<file path="config.mk">
export PLATFORM = sky130hd
export DESIGN_NAME = generic_rr_grant_hold_flat
export DESIGN_NICKNAME = d
export VERILOG_FILES = /design/src/rtl/generic_rr_grant_hold_if.sv /design/src/rtl/generic_rr_grant_hold.sv /design/src/flat_wrapper.sv
export SDC_FILE = /design/constraint.sdc
export NUM_CORES = 1
export LEC_CHECK = 0
export ABC_AREA = 1
export ABC_CLOCK_PERIOD_IN_PS = 2800
export CAP_MARGIN = 25
export CORE_ASPECT_RATIO = 1.1
export CORE_MARGIN = 2
export CORE_UTILIZATION = 40
export DETAILED_ROUTE_END_ITERATION = 8
export MAX_ROUTING_LAYER = met4
export SLEW_MARGIN = 20
export SYNTH_ARGS = -nofsm -noshare
export SYNTH_HDL_FRONTEND = slang
export SYNTH_SLANG_ARGS = --single-unit
</file>
<file path="constraint.sdc">
create_clock -name clk -period 2.8 [get_ports clk]
set_input_delay 0.42 -clock clk [delete_from_list [all_inputs] [get_ports clk]]
set_output_delay 0.42 -clock clk [all_outputs]
set_load 0.005 [all_outputs]
</file>
<file path="src/rtl/generic_rr_grant_hold_if.sv">
// generic_rr_grant_hold_if: request/grant handshake bundle between requesters, arbiter and consumer.
interface generic_rr_grant_hold_if #(
    parameter int NUM_REQ = 8,
    parameter int IDX_W   = $clog2(NUM_REQ),
    parameter int STALL_W = 8
);
    logic [NUM_REQ-1:0] req;
    logic               lock;
    logic               gnt_ready;
    logic               gnt_valid;
    logic [NUM_REQ-1:0] gnt_onehot;
    logic [IDX_W-1:0]   gnt_idx;
    logic [STALL_W-1:0] stall_cnt;
    logic               stall_err;
    logic               stall_clr;
    modport master (
        input  req, lock, gnt_ready, stall_clr,
        output gnt_valid, gnt_onehot, gnt_idx, stall_cnt, stall_err
    );
    modport slave (
        output req, lock, gnt_ready, stall_clr,
        input  gnt_valid, gnt_onehot, gnt_idx, stall_cnt, stall_err
    );
endinterface

</file>
<file path="src/rtl/generic_rr_grant_hold.sv">
// generic_rr_grant_hold: registered round-robin arbiter with held one-hot grant, lock and stall watchdog.
module generic_rr_grant_hold #(
    parameter int NUM_REQ   = 8,
    parameter int IDX_W     = $clog2(NUM_REQ),
    parameter int STALL_W   = 8,
    parameter int STALL_MAX = 200
) (
    input logic clk,
    input logic reset_n,
    generic_rr_grant_hold_if.master bus
);
    logic [IDX_W-1:0]   ptr;
    logic [IDX_W-1:0]   base;
    logic [IDX_W-1:0]   win_idx;
    logic [NUM_REQ-1:0] win_oh;
    logic [STALL_W-1:0] cnt_nxt;
    logic               xfer;
    logic               slot;
    logic               lock_hit;
    logic               any_req;

    function automatic logic [IDX_W-1:0] wrap(input logic [IDX_W-1:0] b, input int i);
        int j;
        j = int'(b) + i;
        return IDX_W'(j >= NUM_REQ ? j - NUM_REQ : j);
    endfunction

    assign xfer     = bus.gnt_valid & bus.gnt_ready;
    assign slot     = !bus.gnt_valid | bus.gnt_ready;
    assign lock_hit = xfer & bus.lock & bus.req[bus.gnt_idx];
    assign any_req  = |bus.req;
    // an unlocked transfer moves the pointer this same edge, so scan from the winner being retired
    assign base     = (xfer & !bus.lock) ? bus.gnt_idx : ptr;
    assign win_oh   = any_req ? NUM_REQ'(1) << win_idx : '0;
    assign cnt_nxt  = (bus.gnt_valid & !bus.gnt_ready)
                    ? (&bus.stall_cnt ? bus.stall_cnt : bus.stall_cnt + 1'b1) : '0;

    // descending loop so the nearest set bit after base is the last write
    always_comb begin
        win_idx = '0;
        for (int i = NUM_REQ; i >= 1; i--)
            if (bus.req[wrap(base, i)]) win_idx = wrap(base, i);
    end

    always_ff @(posedge clk) begin
        if (!reset_n) begin
            bus.gnt_valid  <= 1'b0;
            bus.gnt_onehot <= '0;
            bus.gnt_idx    <= '0;
            bus.stall_cnt  <= '0;
            bus.stall_err  <= 1'b0;
            ptr            <= IDX_W'(NUM_REQ - 1);
        end else begin
            if (slot) begin
                bus.gnt_valid  <= any_req;
                bus.gnt_idx    <= lock_hit ? bus.gnt_idx : win_idx;
                bus.gnt_onehot <= lock_hit ? bus.gnt_onehot : win_oh;
            end
            if (xfer & !bus.lock) ptr <= bus.gnt_idx;
            bus.stall_cnt <= bus.stall_clr ? '0 : cnt_nxt;
            bus.stall_err <= !bus.stall_clr & (bus.stall_err | (cnt_nxt == STALL_W'(STALL_MAX)));
        end
    end
endmodule

</file>
<file path="src/flat_wrapper.sv">
// flat-port wrapper written by rule: the top's interface ports become plain ports
module generic_rr_grant_hold_flat 
#(
    parameter int NUM_REQ   = 8,
    parameter int IDX_W     = $clog2(NUM_REQ),
    parameter int STALL_W   = 8,
    parameter int STALL_MAX = 200
)
  (clk, reset_n, bus_req, bus_lock, bus_gnt_ready, bus_stall_clr, bus_gnt_valid, bus_gnt_onehot, bus_gnt_idx, bus_stall_cnt, bus_stall_err);
  generic_rr_grant_hold_if #(.NUM_REQ(NUM_REQ), .IDX_W(IDX_W), .STALL_W(STALL_W)) bus_i ();
  input logic clk;
  input logic reset_n;
  input wire logic [$bits(bus_i.req)-1:0] bus_req;
  input wire logic [$bits(bus_i.lock)-1:0] bus_lock;
  input wire logic [$bits(bus_i.gnt_ready)-1:0] bus_gnt_ready;
  input wire logic [$bits(bus_i.stall_clr)-1:0] bus_stall_clr;
  output wire logic [$bits(bus_i.gnt_valid)-1:0] bus_gnt_valid;
  output wire logic [$bits(bus_i.gnt_onehot)-1:0] bus_gnt_onehot;
  output wire logic [$bits(bus_i.gnt_idx)-1:0] bus_gnt_idx;
  output wire logic [$bits(bus_i.stall_cnt)-1:0] bus_stall_cnt;
  output wire logic [$bits(bus_i.stall_err)-1:0] bus_stall_err;
  assign bus_i.req = bus_req;
  assign bus_i.lock = bus_lock;
  assign bus_i.gnt_ready = bus_gnt_ready;
  assign bus_i.stall_clr = bus_stall_clr;
  assign bus_gnt_valid = bus_i.gnt_valid;
  assign bus_gnt_onehot = bus_i.gnt_onehot;
  assign bus_gnt_idx = bus_i.gnt_idx;
  assign bus_stall_cnt = bus_i.stall_cnt;
  assign bus_stall_err = bus_i.stall_err;
  generic_rr_grant_hold #(.NUM_REQ(NUM_REQ), .IDX_W(IDX_W), .STALL_W(STALL_W), .STALL_MAX(STALL_MAX)) u_core (.clk(clk), .reset_n(reset_n), .bus(bus_i));
endmodule
</file>
; Yosys cells after proc, flatten, opt, wreduce, memory -nomap -nowiden
; Cells that the tools add are included.
[totals]
in_bits = 13
out_inout_bits = 21
word_cells = 98
register_bits = 24
[classes]
add_sub_neg = 17
n_eq_ne = 1
reduce_logical = 8
shifts = 1
muxes = 38
magnitude_cmp = 17
bitwise_logic = 10
[ops]
columns = op, count
row1 = 3-bit 2-to-1 mux, 17
row2 = 3-bit by 4-bit less-than comparator with 1-bit output (second input constant), 9
row3 = 4-bit greater-or-equal comparator (second input constant), 7
row4 = 1-bit binary-select mux with 3-bit select, 9
row5 = 8-bit 2-to-1 mux, 3
row6 = 3-bit by 1-bit subtractor with 3-bit output (second input constant), 8
row7 = 3-bit by 3-bit adder with 4-bit output (second input constant), 4
row8 = 1-bit 2-to-1 mux, 9
row9 = 3-bit by 2-bit adder with 4-bit output (second input constant), 2
row10 = 8-bit by 1-bit adder with 8-bit output (second input constant), 1
row11 = 8-bit equality test (second input constant), 1
row12 = 8-bit AND reduction, 1
row13 = 8-bit OR reduction, 1
row14 = 1-bit by 3-bit left shift with 8-bit output (first input constant), 1
row15 = 1-bit AND, 6
row16 = 3-bit by 4-bit adder with 5-bit output (second input constant), 1
row17 = 5-bit by 4-bit greater-or-equal comparator with 1-bit output (second input constant), 1
row18 = 3-bit by 1-bit adder with 4-bit output (second input constant), 1
row19 = 1-bit zero test, 4
row20 = 1-bit NOT, 2
row21 = 1-bit OR, 2
row22 = 2-bit AND reduction, 1
row23 = 2-bit OR reduction, 1

; Logic depth before layout (Yosys ltp)
[logic_depth]
word_depth = 18
depth_mapped = 22
depth_no_buf = 21

; Least setup slack after synthesis
; No wires, ideal clock.
[synth_timing]
kind = in2reg
from = in bus_lock
to = reg u_core.bus.gnt_onehot[4]
path_slack_ps = 320
arrival_time_ps = 2348
n_path_buf = 1
stages = 21
required_ps = 2668
setup_ps = 132
cell_sequence = inv_1 -> nand3_4 -> nand2_1 -> nand2_1 -> buf_2 -> ha_1 -> inv_1 -> nand2_1 -> nand3_1 -> nand2_1 -> inv_1 -> nand2_1 -> o21bai_1 -> nand2_1 -> nand2_1 -> nand2_1 -> nand2_1 -> nand2_2 -> nand2_4 -> nand3_1 -> a21oi_1
[synth_between]
elab_chain_len = 18
word_cells_on_any_way = 65
cone_classes = add/sub (16) / order compare (8) / shift (1) / mux (34) / bitwise (4) / reduce/logical (2)
[synth_rtl]
columns = element, line_no
row1 = from (decl), flat_wrapper.sv:14  ; input wire logic [$bits(bus_i.lock)-1:0] bus_lock;
row2 = 1-bit zero test, generic_rr_grant_hold.sv:33  ; assign base = (xfer & !bus.lock) ? bus.gnt_idx : ptr;
row3 = 1-bit AND, generic_rr_grant_hold.sv:33
row4 = 3-bit 2-to-1 mux, --
row5 = 3-bit by 4-bit adder with 5-bit output, generic_rr_grant_hold.sv:24  ; j = int'(b) + i;
row6 = 5-bit by 4-bit greater-or-equal comparator with 1-bit output / 3-bit by 1-bit subtractor with 3-bit output (equally long branches), generic_rr_grant_hold.sv:25  ; return IDX_W'(j >= NUM_REQ ? j - NUM_REQ : j);
row7 = 3-bit 2-to-1 mux, generic_rr_grant_hold.sv:25
row8 = 1-bit binary-select mux with 3-bit select, generic_rr_grant_hold.sv:42  ; if (bus.req[wrap(base, i)]) win_idx = wrap(base, i);
row9 = 1-bit 2-to-1 mux (implied by the code), generic_rr_grant_hold.sv:42
row10 = 3-bit 2-to-1 mux (8 in a row), generic_rr_grant_hold.sv:42
row11 = 1-bit by 3-bit left shift with 8-bit output, generic_rr_grant_hold.sv:34  ; assign win_oh = any_req ? NUM_REQ'(1) << win_idx : '0;
row12 = 8-bit 2-to-1 mux, generic_rr_grant_hold.sv:34
row13 = to (signal assigned), generic_rr_grant_hold.sv:57  ; bus.gnt_onehot <= lock_hit ? bus.gnt_onehot : win_oh;
row14 = to (decl), generic_rr_grant_hold_if.sv:18  ; output gnt_valid, gnt_onehot, gnt_idx, stall_cnt, stall_err
; Several ways; a longest one is shown, not always the timed one. The select of a mux whose other input is x is not followed.
; A chain may end at the register's enable or synchronous reset.

; Worst setup path after layout
[layout_timing]
from = in bus_lock
to = reg u_core.bus.gnt_onehot[0]
; Same word-level chain as after synthesis.

==> results.toml <==
[run_status]
outcome = "finished, final reports clean"

[grt]
grt-ovfl-total = 0
grt_pass1_vias = 2129
grt_pass1_wl_um = 9500
antenna_found_initial = 0
grt_max_degree = 14
grt_usage = 0.214

[cells_and_area]
area_growth_pct = 34.3
diodes = 0
fin_nets = 403
instances_no_fill = 443
drive_above_1_share = 0.181

[logic_synthesis]
yosysUniqueCellTypes = 32
synth_edf_count = 0
ys_seq_area_frac = 0.245
synthCells = 329
ys_warn_count = 0
synth_seq_cells = 24
synthArstFlopShare = 0
syn_nets = 344
synth_area_per_cell_um2 = 5.97
netlist_area_mm2 = 0.00196
synthFlopType = "dfxtp_1"

[power]
p_leak_uw = 0.00127
p_per_area_mw_per_mm2 = 493
peakVddDrop_uv = 330

[detailed_routing]
drt-initial-drc-count = 156
avgViaCountPerCell = 5.00
wl_um = 5580
first_pass_iters = 5
routedWlPerCell_um = 12.6
vias = 2216
drc = 0
ant_nets = 0

[clocking]
cts_hold_buf = 0
clock-sinks = 24
htreeDepth = 1
clk_latency_ps = 260
clk_path_buf_depth = 2
clkTransAtPathRegs_ps = 80
cts_tree = "built"
cts_root_buf = "clkbuf_8"
cts_buffers = 3

[die]
ios = 34
die_h_um = 77.5
initial_utilization = 0.419
die_w_um = 70.8
rows = 26
core_area_mm2 = 0.00468
dieArea_mm2 = 0.00549

[setup_path]
path_class = "in2reg"
path_buf_inv = 6
end_kind = "register"
startpoint_type = "input port"
max_stage_delay_ps = 440
required_ps = 2940
cp_max_fo = 8
slowest_stage = "clkdlybuf4s50_1"
cp.arrival_ps = 2690
cp_top_family = "buffers and inverters"
path_cells = "clkdlybuf4s50_1 > inv_2 > nand3_4 > buf_4 > nand2_2 > nand2_4 > buf_4 > buf_4 > buf_4 > nand3_1 > nand3_1 > nor2_1 > o21bai_1 > nand2_1 > nand2_1 > nand2_1 > nand2_1 > nand2_2 > nand2_4 > nand3_1 > a21oi_1"

[timing]
clock_skew_ps = 3.87
hold_violations = 0
tightestPinTransition_ps = 498
fin_crit_sh = 0.910
slew_viol_final = 0
finalSetupViolCount = 0
max-slew-margin-rel = 0.665
period_minus_slack_ps = 2550
fmax_mhz = 392
layout_setup_ws_ps = 251

[place]
numPortBuffers = 33
place_inst = 435
place_congestion = 0.877
dp_slack_ps = -174
dp_hpwl_um = 4460

[job]
max-cap-violations = 0

[min_path]
hp-class = "reg2reg"
==> report_power, final <==
group | internal, uW | switching, uW
clock network | 125 | 104
logic | 282 | 388
registers | 372 | 28.8
==> placed cells by master, fill, tap and decap left out, drive strengths merged, types with 2 or more instances in the layout <==
cell type      Yosys  routed
nand2            130     130
inv               45      45
nand3             43      43
clkdlybuf4s50      0      32
buf                3      27
nor2              25      25
dfxtp             24      24
a21oi             20      20
o21ai             13      13
nand4              6       6
clkbuf             3       4
nor3               3       3
nor4               2       2
a31oi              2       2
xor2               2       2
ha                 2       2
==> stage by stage <==
| stage | power [uW] | setup TNS [ps] | util | hold slack, ps | instance area [um2] |
|---|---|---|---|---|---|
| global route | 1410 | -10.9 | 0.563 | 496 | 2640 |
| global placement | 1040 | -846 | 0.533 | 455 | 2500 |
| CTS | 1280 | 0 | 0.545 | 470 | 2550 |
| finish | 1300 | 0 | 0.563 | 466 | 2640 |
| floorplan | 820 | 0 | - | 461 | 1960 |
| detailed placement | 1040 | -1330 | 0.533 | 457 | 2500 |
==> flip-flops by register name, summed over array words and instances (netlist names) <==
register and cells:
u_core.bus.gnt_onehot 8, u_core.bus.stall_cnt 8, u_core.bus.gnt_idx 3, u_core.ptr 3
u_core.bus.gnt_valid 1, u_core.bus.stall_err 1
==> what timing repair did <==
item,in CTS,in global routing
endpoints found under the hold margin,0,0
endpoints found under the setup margin,0,10
setup buffers,0,4
resized for setup,0,15
==> layout make-up <==
class	count	area (um2)
clock buffer	4	55.1
fill	491	2050
inverter	45	174
multi-input combinational	254	1320
sequential	24	480
tap	56	70.1
timing repair buffer	60	543
==> worst paths after layout <==
kind                                               from                                    end  slack, ps  depth (start not counted)
setup reg to reg      u_core.bus.gnt_valid$_SDFFE_PN0N_  u_core.bus.gnt_onehot[0]$_SDFFE_PN0P_        400                         19
setup / recovery                               bus_lock  u_core.bus.gnt_onehot[0]$_SDFFE_PN0P_        250                         21
hold / removal    u_core.bus.gnt_onehot[7]$_SDFFE_PN0P_  u_core.bus.gnt_onehot[7]$_SDFFE_PN0P_        470                          2
hold reg to reg   u_core.bus.gnt_onehot[7]$_SDFFE_PN0P_  u_core.bus.gnt_onehot[7]$_SDFFE_PN0P_        470                          2
==> per-layer routing <==
| metal | GRT usage | vias up | wire length (um) |
|---|---|---|---|
| li1 | - | 1172 | - |
| met5 | - | - | 0 |
| met2 | 0.381 | 39 | 2920 |
| met1 | 0.258 | 992 | 2410 |
| met4 | 0.0717 | 0 | 126 |
| met3 | 0.0104 | 13 | 117 |
==> worst min-delay path: stages, from the launching register on <==
cell and delay, ps:
dfxtp_1 320, nand2_1 60, a21oi_1 50
==> synthesized netlist by cell type, drive strengths merged (3+ instances only) <==
master	instances	share of area
dfxtp	24	0.24
buf	3	0.014
nand4	6	0.027
nor2	25	0.055
nand3	43	0.13
nor3	3	0.0076
clkbuf	3	0.0057
inv	45	0.087
o21ai	13	0.033
nand2	130	0.28
a21oi	20	0.057
==> cells by family after synthesis <==
kind of cell | Yosys count | share of synthesized area
and+or+nand+nor | 210 | 0.506
adders and majority gates | 2 | 0.0127
AOI/OAI and AO/OA | 39 | 0.113
buffers and inverters | 51 | 0.107
DFF | 24 | 0.245
xor gates and xnor gates | 3 | 0.0172
(Power assumes the default switching activity.)
